**src/rtl/arf_sequencer_pkg.sv**
```systemverilog
// Shared encodings for the address-register-file sequencer: opcodes, FunSel/RegSel/OutDSel
// codes, FSM states and the per-step control word.
package arf_ctrl_pkg;

  typedef enum logic [2:0] {
    OP_NOP   = 3'b000,
    OP_FETCH = 3'b001,
    OP_PUSH  = 3'b010,
    OP_POP   = 3'b011,
    OP_JUMP  = 3'b100,
    OP_LDAR  = 3'b101,
    OP_INIT  = 3'b110,
    OP_RSVD  = 3'b111
  } op_e;

  localparam logic [2:0] FS_DEC  = 3'b000;
  localparam logic [2:0] FS_INC  = 3'b001;
  localparam logic [2:0] FS_LOAD = 3'b010;
  localparam logic [2:0] FS_CLR  = 3'b011;

  // RegSel enables are active-low: bit2 PC, bit1 AR, bit0 SP
  localparam logic [2:0] RS_PC_EN  = 3'b011;
  localparam logic [2:0] RS_AR_EN  = 3'b101;
  localparam logic [2:0] RS_SP_EN  = 3'b110;
  localparam logic [2:0] RS_ALL_EN = 3'b000;
  localparam logic [2:0] RS_NONE   = 3'b111;

  localparam logic [1:0] OD_PC = 2'b00;
  localparam logic [1:0] OD_AR = 2'b10;
  localparam logic [1:0] OD_SP = 2'b11;

  typedef enum logic [1:0] {
    ST_IDLE = 2'd0,
    ST_S1   = 2'd1,
    ST_S2   = 2'd2,
    ST_S3   = 2'd3
  } state_e;

  typedef struct packed {
    logic [2:0] fun_sel;
    logic [2:0] reg_sel;
    logic [1:0] out_d_sel;
    logic       mem_read;
    logic       mem_write;
    logic       last;
  } ctrl_word_t;

  function automatic ctrl_word_t cw_make(input logic [2:0] fun_sel, input logic [2:0] reg_sel,
                                         input logic [1:0] out_d_sel, input logic mem_read,
                                         input logic mem_write, input logic last);
    ctrl_word_t cw;
    cw.fun_sel   = fun_sel;
    cw.reg_sel   = reg_sel;
    cw.out_d_sel = out_d_sel;
    cw.mem_read  = mem_read;
    cw.mem_write = mem_write;
    cw.last      = last;
    return cw;
  endfunction

endpackage

```
**src/rtl/arf_sequencer_if.sv**
```systemverilog
// Command handshake and register-file/memory control bundle between the instruction FSM
// (master) and the sequencer (slave).
interface arf_sequencer_if;
  logic       CmdValid;
  logic [2:0] CmdOp;
  logic       CmdReady;
  logic       MemWait;
  logic [2:0] FunSel;
  logic [2:0] RegSel;
  logic [1:0] OutDSel;
  logic       MemRead;
  logic       MemWrite;
  logic       Busy;
  logic       Done;

  modport master (
    output CmdValid, CmdOp, MemWait,
    input  CmdReady, FunSel, RegSel, OutDSel, MemRead, MemWrite, Busy, Done
  );

  modport slave (
    input  CmdValid, CmdOp, MemWait,
    output CmdReady, FunSel, RegSel, OutDSel, MemRead, MemWrite, Busy, Done
  );
endinterface

```
**src/rtl/arf_sequencer_step_decoder.sv**
```systemverilog
// Combinational map from (latched opcode, step) to the raw control word; MemWait and
// Reset gating are applied by the top level.
module arf_step_decoder
  import arf_ctrl_pkg::*;
#(
  parameter int WORD_BYTES = 2
) (
  input  op_e        op,
  input  state_e     state,
  output ctrl_word_t cw
);

  localparam bit     TWO       = (WORD_BYTES == 2);
  localparam state_e LAST_BYTE = TWO ? ST_S2 : ST_S1;

  logic byte_step;

  always_comb begin
    byte_step = (state == ST_S1) || (TWO && (state == ST_S2));
    cw        = cw_make(FS_DEC, RS_NONE, OD_PC, 1'b0, 1'b0, 1'b0);
    if (state != ST_IDLE) begin
      // Any step beyond an opcode's sequence does nothing and retires the command
      cw.last = 1'b1;
      case (op)
        OP_FETCH: if (byte_step) cw = cw_make(FS_INC, RS_PC_EN, OD_PC, 1'b1, 1'b0, state == LAST_BYTE);
        OP_PUSH:  if (byte_step) cw = cw_make(FS_DEC, RS_SP_EN, OD_SP, 1'b0, 1'b1, state == LAST_BYTE);
        OP_POP: begin
          // Pre-increment, then read each byte; the last read leaves SP alone
          case (state)
            ST_S1: cw = cw_make(FS_INC, RS_SP_EN, OD_SP, 1'b0, 1'b0, 1'b0);
            ST_S2: cw = TWO ? cw_make(FS_INC, RS_SP_EN, OD_SP, 1'b1, 1'b0, 1'b0)
                            : cw_make(FS_DEC, RS_NONE, OD_SP, 1'b1, 1'b0, 1'b1);
            ST_S3: if (TWO) cw = cw_make(FS_DEC, RS_NONE, OD_SP, 1'b1, 1'b0, 1'b1);
            default: ;
          endcase
        end
        OP_JUMP: if (state == ST_S1) cw = cw_make(FS_LOAD, RS_PC_EN, OD_PC, 1'b0, 1'b0, 1'b1);
        OP_LDAR: if (state == ST_S1) cw = cw_make(FS_LOAD, RS_AR_EN, OD_PC, 1'b0, 1'b0, 1'b1);
        OP_INIT: if (state == ST_S1) cw = cw_make(FS_CLR, RS_ALL_EN, OD_PC, 1'b0, 1'b0, 1'b1);
        default: ;
      endcase
    end
  end

endmodule

```
**src/rtl/arf_sequencer.sv**
```systemverilog
// Address register file sequencer: accepts one command at a time and steps it through
// the decoder, holding on MemWait and blocking register updates while stalled or in reset.
module arf_sequencer
  import arf_ctrl_pkg::*;
#(
  parameter int WORD_BYTES = 2
) (
  input  logic            Clock,
  input  logic            Reset,
  arf_sequencer_if.slave  bus
);

  state_e     state_q, state_d;
  op_e        op_q, op_d;
  ctrl_word_t cw;
  logic       idle;
  logic       stall;

  arf_step_decoder #(.WORD_BYTES(WORD_BYTES)) u_dec (
    .op    (op_q),
    .state (state_q),
    .cw    (cw)
  );

  always_comb begin
    idle    = (state_q == ST_IDLE);
    stall   = !idle && bus.MemWait;
    state_d = state_q;
    op_d    = op_q;
    if (idle) begin
      if (bus.CmdValid) begin
        state_d = ST_S1;
        op_d    = op_e'(bus.CmdOp);
      end
    end else if (!bus.MemWait) begin
      state_d = cw.last ? ST_IDLE : state_e'(state_q + 2'd1);
    end
  end

  always_ff @(posedge Clock) begin
    if (Reset) state_q <= ST_IDLE;
    else       state_q <= state_d;
  end

  always_ff @(posedge Clock) begin
    op_q <= op_d;
  end

  // A stalled step keeps its address and strobe but must not touch the registers
  assign bus.CmdReady = idle;
  assign bus.Busy     = !idle;
  assign bus.FunSel   = cw.fun_sel;
  assign bus.OutDSel  = cw.out_d_sel;
  assign bus.RegSel   = (Reset || stall) ? RS_NONE : cw.reg_sel;
  assign bus.MemRead  = !Reset && cw.mem_read;
  assign bus.MemWrite = !Reset && cw.mem_write;
  assign bus.Done     = !Reset && !idle && !bus.MemWait && cw.last;

endmodule

```
**src/flat_wrapper.sv**
```systemverilog
// flat-port wrapper written by rule: the top's interface ports become plain ports
module arf_sequencer_flat import arf_ctrl_pkg::*;
#(
  parameter int WORD_BYTES = 2
)
  (Clock, Reset, bus_CmdValid, bus_CmdOp, bus_MemWait, bus_CmdReady, bus_FunSel, bus_RegSel, bus_OutDSel, bus_MemRead, bus_MemWrite, bus_Busy, bus_Done);
  arf_sequencer_if bus_i ();
  input  logic Clock;
  input  logic Reset;
  input wire logic [$bits(bus_i.CmdValid)-1:0] bus_CmdValid;
  input wire logic [$bits(bus_i.CmdOp)-1:0] bus_CmdOp;
  input wire logic [$bits(bus_i.MemWait)-1:0] bus_MemWait;
  output wire logic [$bits(bus_i.CmdReady)-1:0] bus_CmdReady;
  output wire logic [$bits(bus_i.FunSel)-1:0] bus_FunSel;
  output wire logic [$bits(bus_i.RegSel)-1:0] bus_RegSel;
  output wire logic [$bits(bus_i.OutDSel)-1:0] bus_OutDSel;
  output wire logic [$bits(bus_i.MemRead)-1:0] bus_MemRead;
  output wire logic [$bits(bus_i.MemWrite)-1:0] bus_MemWrite;
  output wire logic [$bits(bus_i.Busy)-1:0] bus_Busy;
  output wire logic [$bits(bus_i.Done)-1:0] bus_Done;
  assign bus_i.CmdValid = bus_CmdValid;
  assign bus_i.CmdOp = bus_CmdOp;
  assign bus_i.MemWait = bus_MemWait;
  assign bus_CmdReady = bus_i.CmdReady;
  assign bus_FunSel = bus_i.FunSel;
  assign bus_RegSel = bus_i.RegSel;
  assign bus_OutDSel = bus_i.OutDSel;
  assign bus_MemRead = bus_i.MemRead;
  assign bus_MemWrite = bus_i.MemWrite;
  assign bus_Busy = bus_i.Busy;
  assign bus_Done = bus_i.Done;
  arf_sequencer #(.WORD_BYTES(WORD_BYTES)) u_core (.Clock(Clock), .Reset(Reset), .bus(bus_i));
endmodule
```
**config.mk**
```make
export PLATFORM = sky130hd
export DESIGN_NAME = arf_sequencer_flat
export DESIGN_NICKNAME = d
export VERILOG_FILES = /design/src/rtl/arf_sequencer_pkg.sv /design/src/rtl/arf_sequencer_if.sv /design/src/rtl/arf_sequencer_step_decoder.sv /design/src/rtl/arf_sequencer.sv /design/src/flat_wrapper.sv
export SDC_FILE = /design/constraint.sdc
export NUM_CORES = 1
export LEC_CHECK = 0
export ABC_CLOCK_PERIOD_IN_PS = 3100
export CORE_MARGIN = 2
export CORE_UTILIZATION = 30
export DETAILED_ROUTE_END_ITERATION = 8
export GPL_TIMING_DRIVEN = 0
export MAX_ROUTING_LAYER = met4
export SETUP_SLACK_MARGIN = 0.1
export SLEW_MARGIN = 10
export SYNTH_ARGS = -nofsm -noshare
export SYNTH_HDL_FRONTEND = slang
export SYNTH_HIERARCHICAL = 1
export SYNTH_SLANG_ARGS = --single-unit
```
**constraint.sdc**
```tcl
create_clock -name Clock -period 3.1 [get_ports Clock]
set_clock_uncertainty 0.15 [all_clocks]
set_input_delay 0.62 -clock Clock [delete_from_list [all_inputs] [get_ports Clock]]
set_output_delay 0.62 -clock Clock [all_outputs]
set_load 0.01 [all_outputs]
```
==> impl_metrics.py, run 1 <==
metrics = {
    "run_status": {
        "status": "finished, final reports clean",
    },
    "timing": {
        "fin_ws_ns": 0.2055,
        "slew_violations": 0,
        "rsz0062_at_grt": "yes",
        "fin_crit_sh": 0.9337,
        "layout_min_cycle_time_ns": 2.894,
        "hold_viol": 0,
        "fin_tns_setup_ns": 0,
        "setup_violations": 0,
        "max_freq_mhz": 345.5,
    },
    "yosys": {
        "synth_enable_flop_cells": 3,
        "mappedNetlistNets": 77,
        "synth_warnings": 6,
        "avgSynthCellArea_um2": 8.778,
        "synth_area_um2": 553.0,
        "synth_top_cell_by_area": "edfxtp_1",
        "synthCells": 63,
        "synth_flop_cell": "edfxtp_1",
        "ys_seq_elements": 5,
        "yosys-top-cells-area": "edfxtp_1 (16%), ha_1 (16%), dfxtp_1 (7.2%), inv_1 (5.4%), or3_2 (5.4%)",
        "synth.most_common_cell": "inv_1",
        "async_flop_share": 0,
        "synth_common_cells": "inv_1 (8), ha_1 (7), or3_2 (4)",
        "synth_top_area_frac": 0.1629,
        "ys_seq_area_frac": 0.2353,
        "synth.distinct_cells": 33,
    },
    "cts": {
        "postCtsHoldBufs": 0,
        "cts.sink_count": 5,
        "tritoncts": "built",
        "cts.htree.levels": 1,
        "postCtsSetupBuffers": 0,
        "clk_latency_ns": 0.24,
        "cts-buffers-inserted": 3,
        "clockBufferDepth": 2,
        "path_clk_slew_ns": 0.04,
        "clock-root-buffer": "clkbuf_4",
    },
    "cells_and_area": {
        "multi_input_area_um2": 389.1,
        "synthToLayoutAreaGrowth_pct": 48.87,
        "antenna_cells": 0,
        "final-seq-area_um2": 137.6,
        "layout.nets": 100,
        "drive_gt1_frac": 0.2824,
        "fin_area_um2": 823.3,
        "num-fill-cells": 170,
    },
    "grt": {
        "met3_usage": 0.02308,
        "grt_pass1_wl_um": 1794,
        "grt_use_total": 0.1166,
        "grt-ovfl-total": 0,
        "met2_usage": 0.1890,
        "grt_max_degree": 10,
        "antenna_found_initial": 0,
        "use_met1": 0.1465,
        "first_global_vias": 434,
        "gr-max-usage-layer": "met2",
    },
    "die": {
        "start_util": 0.3203,
        "dieWidth_um": 46.94,
        "placementRows": 15,
        "core_um2": 1727,
        "dieArea_um2": 2203,
        "boundaryPins": 20,
        "die_y_um": 46.94,
    },
    "placed_design": {
        "port_buffers": 18,
        "post-place-ws_ns": -0.1429,
        "gp_congestion": 0.8167,
        "hpwl_um": 857,
        "placed_area_um2": 764.5,
    },
    "detailed_routing": {
        "ant_nets": 0,
        "drt-vias-per-instance": 4.600,
        "post-route-drc-count": 0,
        "wl_per_cell_um": 10.12,
        "wl_um": 1113,
        "dr.pass1.iters": 4,
        "dr_total_vias": 506,
        "drtIter0Drc": 14,
    },
    "power_and_ir_drop": {
        "powerDensity_nw_per_um2": 313.9,
        "total_power_mw": 0.2584,
        "power_leakage_nw": 0.3285,
        "ir_drop_v": 0.0001588,
    },
    "setup_path": {
        "critPathCaptureType": "output pin",
        "cp-start-kind": "register",
        "worstPathRequired_ns": 2.33,
        "critical_path_arrival_ns": 2.12,
        "critical_path_class": "reg -> out",
        "cp_max_fo": 7,
    },
    "min_path": {
        "worstHoldPathType": "reg -> reg",
    },
    "flow_run": {
        "cap_violations": 0,
    },
}
## report_power, final
group	switching (mW)	internal, mW	leakage (nW)	total (mW)
Sequential	0.00637	0.0767	0.0465	0.0831
Combinational	0.0490	0.0531	0.267	0.102
Clock	0.0246	0.0485	0.0150	0.0732
## state kept, by name (all words and copies together), names as in the netlist
name            cells
u_core/op_q         3
u_core/state_q      2
## cells by family after synthesis
group / count (synthesis) / synth area share
AO/OA/AOI/OAI: 10 / 0.1380
XOR/XNOR: 1 / 0.01584
adder cells (fa/ha/maj): 7 / 0.1584
buffers and inverters: 12 / 0.1108
flip-flops: 5 / 0.2353
multiplexers: 2 / 0.03620
other: 1 / 0.006781
AND/OR/NAND/NOR: 25 / 0.2987
## placed cells by master (no fill, tap or decap), types with 2 or more instances in the layout
cell,count
nor2_1,3
or3_2,4
clkdlybuf4s50_1,13
buf_2,2
ha_1,6
inv_2,2
nand3_1,2
dfxtp_4,2
dlymetal6s2s_1,2
clkbuf_4,3
nand2b_1,3
dlygate4sd2_1,2
buf_4,2
nor2b_1,2
edfxtp_1,3
nand2_1,2
mux2i_1,2
inv_1,6
## stage by stage
| stage | instances | hold slack [ns] | util |
|---|---|---|---|
| 3_3_place_gp | 106 | 0.3926 | 0.4428 |
| 2_1_floorplan | 63 | 0.3533 | - |
| 5_1_grt | 110 | 0.3978 | 0.4768 |
| 4_1_cts | 110 | 0.3884 | 0.4710 |
| 6_report | 110 | 0.3764 | 0.4768 |
| 3_5_place_dp | 106 | 0.4051 | 0.4428 |
## per-layer routing
metal  wire length [um]  vias up
met4                  0        0
met5                  0        -
met3                 52        0
met1                521      230
li1                   -      263
met2                539       13
## path summary, 6_finish.rpt
kind                     start                end  slack (ns)  depth (start not counted)
max          u_core/state_q[0]      bus_RegSel[2]        0.21                          7
min          u_core/state_q[1]  u_core/state_q[1]        0.38                          2
min reg2reg  u_core/state_q[1]  u_core/state_q[1]        0.38                          2
max reg2reg  u_core/state_q[0]  u_core/state_q[0]        1.25                          6
## layout make-up
cell class,instances,area share
multi-input combinational,46,0.4726
inverter,8,0.03647
clock buffer,4,0.03191
buffer,4,0.03799
tap,25,0.03799
timing repair buffer,18,0.2158
sequential,5,0.1672
## worst max-delay path: stages (launching register included)
cell and delay [ns]:
dfxtp_4 0.37, inv_2 0.06, ha_4 0.30, nand2b_4 0.06, or3b_1 0.34, a21o_1 0.17
or3_2 0.43, buf_2 0.15
## timing repair
item	4_1_cts	5_1_grt
endpoints found under the setup margin	6	5
resized for setup	15	5
pin swaps	0	1
Note: power is estimated with default switching activity, not from simulation.
==> inputs of run 2 (changes only) <==
--- a/config.mk
+++ b/config.mk
@@ -7,12 +7,13 @@
 export LEC_CHECK = 0
 export ABC_CLOCK_PERIOD_IN_PS = 3100
 export CORE_MARGIN = 2
-export CORE_UTILIZATION = 30
+export CORE_UTILIZATION = 42
 export DETAILED_ROUTE_END_ITERATION = 8
 export GPL_TIMING_DRIVEN = 0
 export MAX_ROUTING_LAYER = met4
+export PLACE_DENSITY = 0.76
 export SETUP_SLACK_MARGIN = 0.1
-export SLEW_MARGIN = 10
+export SLEW_MARGIN = 30
 export SYNTH_ARGS = -nofsm -noshare
 export SYNTH_HDL_FRONTEND = slang
 export SYNTH_HIERARCHICAL = 1
==> run 2 against run 1 <==
Net effect: clock power shrank 0.7%; routed wire length is 7.2% lower; power down 0.26%; first-iteration DRC count fell by 64%; largest cell class unchanged; highest routed layer is now met4.
==> impl_metrics.py, run 2 (synthesized netlist as in run 1, its figures left out) <==
metrics = {
    "timing": {
        "slew_violations": 0,
        "fin_tns_setup_ns": 0,
        "max_freq_mhz": 341.5,
        "hold_viol": 0,
        "rsz0062_at_grt": "yes",
        "layout_min_cycle_time_ns": 2.929,
        "setup_violations": 0,
        "fin_crit_sh": 0.9447,
    },
    "setup_path": {
        "startpoint": "bus_MemWait",
        "path_common_cell": "clkdlybuf4s50_1",
        "cp_max_fo": 5,
        "crit_chain": "clkdlybuf4s50_1 > or3_2 > nor2_1 > clkdlybuf4s50_1",
        "r2r_setup_slack_ns": 1.24,
        "critical_path_arrival_ns": 2.16,
        "worstPathRequired_ns": 2.33,
        "worstSetupEndpoint": "bus_Done",
        "critPathCaptureType": "output pin",
        "r2r-end": "u_core/state_q[0]",
        "critical_path_class": "in -> out",
        "reg2regPathDepth": 6,
        "r2r_start": "u_core/state_q[1]",
        "cp-start-kind": "primary input",
        "slowest_delay_ns": 0.54,
        "slowest_stage": "clkdlybuf4s50_1",
    },
    "cells_and_area": {
        "final_cell_mix": "clkdlybuf4s50_1 (13), inv_1 (6), ha_1 (6)",
        "layout_commonest_cell": "clkdlybuf4s50_1",
        "antenna_cells": 0,
        "regMostFlops": "u_core/op_q",
        "layout.nets": 100,
        "fin_cells": 100,
        "largest_reg_flops": 3,
        "synthToLayoutAreaGrowth_pct": 46.83,
        "largest_registers": "u_core/op_q (3), u_core/state_q (2)",
        "drive_gt1_frac": 0.2824,
    },
    "detailed_routing": {
        "dr.pass1.iters": 2,
        "drt-vias-per-instance": 4.910,
        "wl_per_cell_um": 10.33,
        "drtIter0Drc": 5,
        "dr_total_vias": 491,
        "wl_um": 1033,
        "ant_nets": 0,
        "post-route-drc-count": 0,
    },
    "die": {
        "placementRows": 13,
        "start_util": 0.4359,
        "boundaryPins": 20,
        "die_y_um": 40.29,
        "core_um2": 1269,
        "dieWidth_um": 40.29,
        "dieArea_um2": 1623,
    },
    "power_and_ir_drop": {
        "p_sw_frac": 0.3057,
        "switching_power_mw": 0.07879,
        "cell_internal_pwr_mw": 0.1789,
        "p_clk_frac": 0.282,
        "p_seq_frac": 0.325,
        "ir_drop_v": 0.0002068,
        "powerDensity_nw_per_um2": 317.4,
        "power_leakage_nw": 0.3317,
        "combPwrFrac": 0.392,
    },
    "grt": {
        "antenna_found_initial": 0,
        "gr-max-usage-layer": "met2",
        "met3_usage": 0.05000,
        "grt_pass1_wl_um": 1669,
        "met2_usage": 0.2581,
        "use_met1": 0.1879,
        "grt_use_total": 0.1596,
        "first_global_vias": 413,
        "grt-ovfl-total": 0,
        "grt_max_degree": 10,
    },
    "placed_design": {
        "hpwl_um": 819,
        "gp_congestion": 0.7528,
        "port_buffers": 18,
        "dp.cells": 96,
    },
    "cts": {
        "clockBufferDepth": 2,
        "path_clk_slew_ns": 0.04,
        "cts.htree.levels": 1,
        "tritoncts": "built",
        "cts-buffers-inserted": 3,
        "clk_latency_ns": 0.24,
        "clock-root-buffer": "clkbuf_4",
        "cts.sink_count": 5,
    },
    "min_path": {
        "worstHoldPathType": "reg -> reg",
    },
    "run_status": {
        "status": "finished, final reports clean",
    },
    "flow_run": {
        "cap_violations": 0,
    },
}
-- run 2: critical path: cells and delay by family --
| family | cells | cell delay (ns) |
|---|---|---|
| AND/OR/NAND/NOR | 2 | 0.54 |
| buffers and inverters | 2 | 1.00 |
-- run 2: layout make-up --
cell class,instances,area [um^2]
Buffer,4,31.28
Tap cell,15,18.77
Sequential cell,5,135.1
Timing Repair Buffer,18,181.4
Inverter,8,30.03
Multi-Input combinational cell,46,389.1
Fill cell,116,456.7
Clock buffer,4,26.28
-- run 2: power by group through the flow --
stage | Combinational (mW) | Clock [mW] | Sequential (mW)
final | 0.101 | 0.0727 | 0.0838
after global routing | 0.112 | 0.0815 | 0.0851
after CTS | 0.0984 | 0.0748 | 0.0839
after detailed placement | 0.0925 | 0 | 0.0841
after global placement | 0.0915 | 0 | 0.0839
after floorplan | 0.0603 | 0 | 0.0823
-- run 2: how the worst min path moves through the flow --
stage                     cells after the start           endpoint              start
after floorplan                               2  u_core/state_q[1]  u_core/state_q[1]
after global placement                        2  u_core/state_q[1]  u_core/state_q[1]
after detailed placement                      2  u_core/state_q[1]  u_core/state_q[1]
after CTS                                     2  u_core/state_q[1]  u_core/state_q[1]
after global routing                          2  u_core/state_q[1]  u_core/state_q[1]
final                                         2  u_core/state_q[1]  u_core/state_q[1]
-- run 2: routing by layer --
layer,part of all wire,vias to the layer above
met3,0.063,2
met2,0.48,16
met1,0.44,213
met5,0,-
met4,0.0077,0
li1,-,260
-- run 2: repair_timing --
| action | CTS | global route |
|---|---|---|
| endpoints found under the setup margin | 6 | 7 |
| hold buffers | 0 | 0 |
| gates resized for setup | 12 | 6 |
| setup buffers | 0 | 0 |
| pin swaps | 1 | 0 |
-- run 2: through the flow --
stage | util | power, mW | hold slack [ns] | setup slack, ns | cell area, um^2
after floorplan | - | 0.1426 | 0.3533 | 0.3695 | 553.0
after CTS | 0.6292 | 0.2571 | 0.3738 | 0.08788 | 798.3
after global routing | 0.6400 | 0.2790 | 0.3889 | 0.05418 | 812.0
final | 0.6400 | 0.2577 | 0.3697 | 0.1714 | 812.0
after global placement | 0.5927 | 0.1754 | 0.3805 | -0.1176 | 752.0
after detailed placement | 0.5927 | 0.1766 | 0.3900 | -0.1421 | 752.0
==> inputs of run 3 (changes only) <==
--- a/config.mk
+++ b/config.mk
@@ -5,13 +5,15 @@
 export SDC_FILE = /design/constraint.sdc
 export NUM_CORES = 1
 export LEC_CHECK = 0
-export ABC_CLOCK_PERIOD_IN_PS = 3100
-export CORE_MARGIN = 2
-export CORE_UTILIZATION = 42
+export ABC_CLOCK_PERIOD_IN_PS = 3710
+export CORE_AREA = 2 2 39 41
+export CTS_BUF_LIST = sky130_fd_sc_hd__clkbuf_4
 export DETAILED_ROUTE_END_ITERATION = 8
+export DIE_AREA = 0 0 41 43
 export GPL_TIMING_DRIVEN = 0
+export HOLD_SLACK_MARGIN = 0.12
 export MAX_ROUTING_LAYER = met4
-export PLACE_DENSITY = 0.76
+export PLACE_DENSITY = 0.75
 export SETUP_SLACK_MARGIN = 0.1
 export SLEW_MARGIN = 30
 export SYNTH_ARGS = -nofsm -noshare
==> constraint.sdc (replaced) <==
create_clock -name Clock -period 3.71 [get_ports Clock]
set_clock_uncertainty 0.15 [all_clocks]
set_input_delay 0.742 -clock Clock [delete_from_list [all_inputs] [get_ports Clock]]
set_output_delay 0.742 -clock Clock [all_outputs]
set_load 0.01 [all_outputs]
==> run 3 against run 2 <==
Net effect: via count is 5.5% higher; power fell by 14%; sequential cell count stayed put; routed wire length increased by 8.1%; final cell count rose by 1.0%; largest cell class unchanged.
==> impl_metrics.py, run 3 (synthesized netlist as in run 1, its figures left out) <==
metrics = {
    "cells_and_area": {
        "synthToLayoutAreaGrowth_pct": 44.34,
        "fin_cells": 101,
        "largest_reg_flops": 3,
        "drive_gt1_frac": 0.2235,
        "layout.nets": 100,
        "fin_area_um2": 798.3,
        "utilization": 0.5769,
        "largest_registers": "u_core/op_q (3), u_core/state_q (2)",
        "num-fill-cells": 135,
        "regMostFlops": "u_core/op_q",
        "final_cell_mix": "clkdlybuf4s50_1 (18), inv_1 (8), ha_1 (6)",
        "layout_commonest_cell": "clkdlybuf4s50_1",
        "antenna_cells": 0,
    },
    "timing": {
        "slew_violations": 0,
        "relSlewSlack": 0.6262,
        "layout_min_cycle_time_ns": 3.449,
        "whs_ns": 0.3711,
        "fin_tns_setup_ns": 0,
        "hold_viol": 0,
        "max_freq_mhz": 289.9,
        "rsz0062_at_grt": "no",
        "worst_pin_slew_ns": 0.5465,
        "fin_ws_ns": 0.2609,
        "setup_violations": 0,
        "fin_crit_sh": 0.9297,
    },
    "grt": {
        "antenna_found_initial": 0,
        "grt_max_degree": 10,
        "grt-ovfl-total": 0,
        "first_global_vias": 447,
        "grt_pass1_wl_um": 1787,
        "grt_use_total": 0.1560,
    },
    "setup_path": {
        "slowest_stage": "clkdlybuf4s50_1",
        "crit_chain": "inv_1 > ha_4 > nand2b_4 > or3b_1 > a21o_1 > or3_2 > clkdlybuf4s50_1",
        "critical_path_arrival_ns": 2.56,
        "r2r_setup_slack_ns": 1.76,
        "reg2regPathDepth": 6,
        "slowest_delay_ns": 0.48,
        "critical_path_class": "reg -> out",
        "critPathCaptureType": "output pin",
        "cp_max_fo": 7,
        "worstPathRequired_ns": 2.82,
        "cp-start-kind": "register",
    },
    "detailed_routing": {
        "wl_per_cell_um": 11.06,
        "dr_total_vias": 518,
        "dr.pass1.iters": 4,
        "drtIter0Drc": 2,
        "wl_um": 1117,
        "drt-vias-per-instance": 5.129,
        "ant_nets": 0,
        "post-route-drc-count": 0,
    },
    "min_path": {
        "hold_path_depth": 2,
        "worstHoldPathType": "reg -> reg",
    },
    "die": {
        "boundaryPins": 20,
        "dieWidth_um": 41,
        "die_y_um": 43,
        "core_um2": 1384,
        "placementRows": 14,
        "dieArea_um2": 1763,
        "start_util": 0.3996,
    },
    "placed_design": {
        "hpwl_um": 885.1,
        "dp.cells": 97,
        "placed_area_um2": 753.2,
        "post-place-ws_ns": 0.2928,
        "port_buffers": 18,
        "gp_congestion": 0.7270,
    },
    "cts": {
        "tritoncts": "built",
        "postCtsSetupBuffers": 0,
        "clock-root-buffer": "clkbuf_4",
        "cts.htree.levels": 1,
        "cts-buffers-inserted": 3,
        "clockBufferDepth": 2,
        "cts.sink_count": 5,
        "clk_latency_ns": 0.24,
        "path_clk_slew_ns": 0.04,
    },
    "power_and_ir_drop": {
        "total_power_mw": 0.2219,
        "ir_drop_v": 0.0001495,
        "power_leakage_nw": 0.3148,
        "powerDensity_nw_per_um2": 278.0,
    },
    "flow_run": {
        "cap_violations": 0,
    },
    "run_status": {
        "status": "finished, final reports clean",
    },
}
## run 3: layer usage
| layer | routed length [um] | global-route usage | vias up | part of all wire |
|---|---|---|---|---|
| li1 | - | - | 263 | - |
| met1 | 441 | 0.1694 | 237 | 0.39 |
| met2 | 590 | 0.2438 | 16 | 0.53 |
| met3 | 75 | 0.01571 | 2 | 0.067 |
| met4 | 9 | 0.1200 | 0 | 0.0081 |
| met5 | 0 | - | - | 0 |
## run 3: worst max-delay path: cells and delay by family (launching register included)
kind | cells | cell delay [ns]
adder cells (fa/ha/maj) | 1 | 0.32
AO/OA/AOI/OAI | 1 | 0.18
buffers and inverters | 2 | 0.60
AND/OR/NAND/NOR | 3 | 0.83
flip-flops | 1 | 0.39
## run 3: what timing repair did
action,4_1_cts,5_1_grt
endpoints found under the setup margin,1,1
hold buffers,0,0
resized for setup,1,3
gates cloned,0,0
## run 3: final cells by class
cell class,instances,area (um^2),area share
well taps,16,20.02,0.02508
plain buffers,4,31.28,0.03918
repair buffers,18,180.2,0.2257
multi-input cells,46,374.1,0.4687
flip-flops and latches,5,132.6,0.1661
clock buffers,4,30.03,0.03762
inverters,8,30.03,0.03762
## run 3: where the power goes
group | internal (mW) | switching (mW) | leakage (nW)
sequential | 0.0646 | 0.00532 | 0.0458
clock | 0.0479 | 0.0216 | 0.0184
combinational | 0.0436 | 0.0389 | 0.251
## run 3: final timing paths
check,startpoint,end
min reg2reg,u_core/state_q[1],u_core/state_q[1]
min,u_core/state_q[1],u_core/state_q[1]
max,u_core/state_q[0],bus_RegSel[2]
max reg2reg,u_core/state_q[0],u_core/state_q[0]
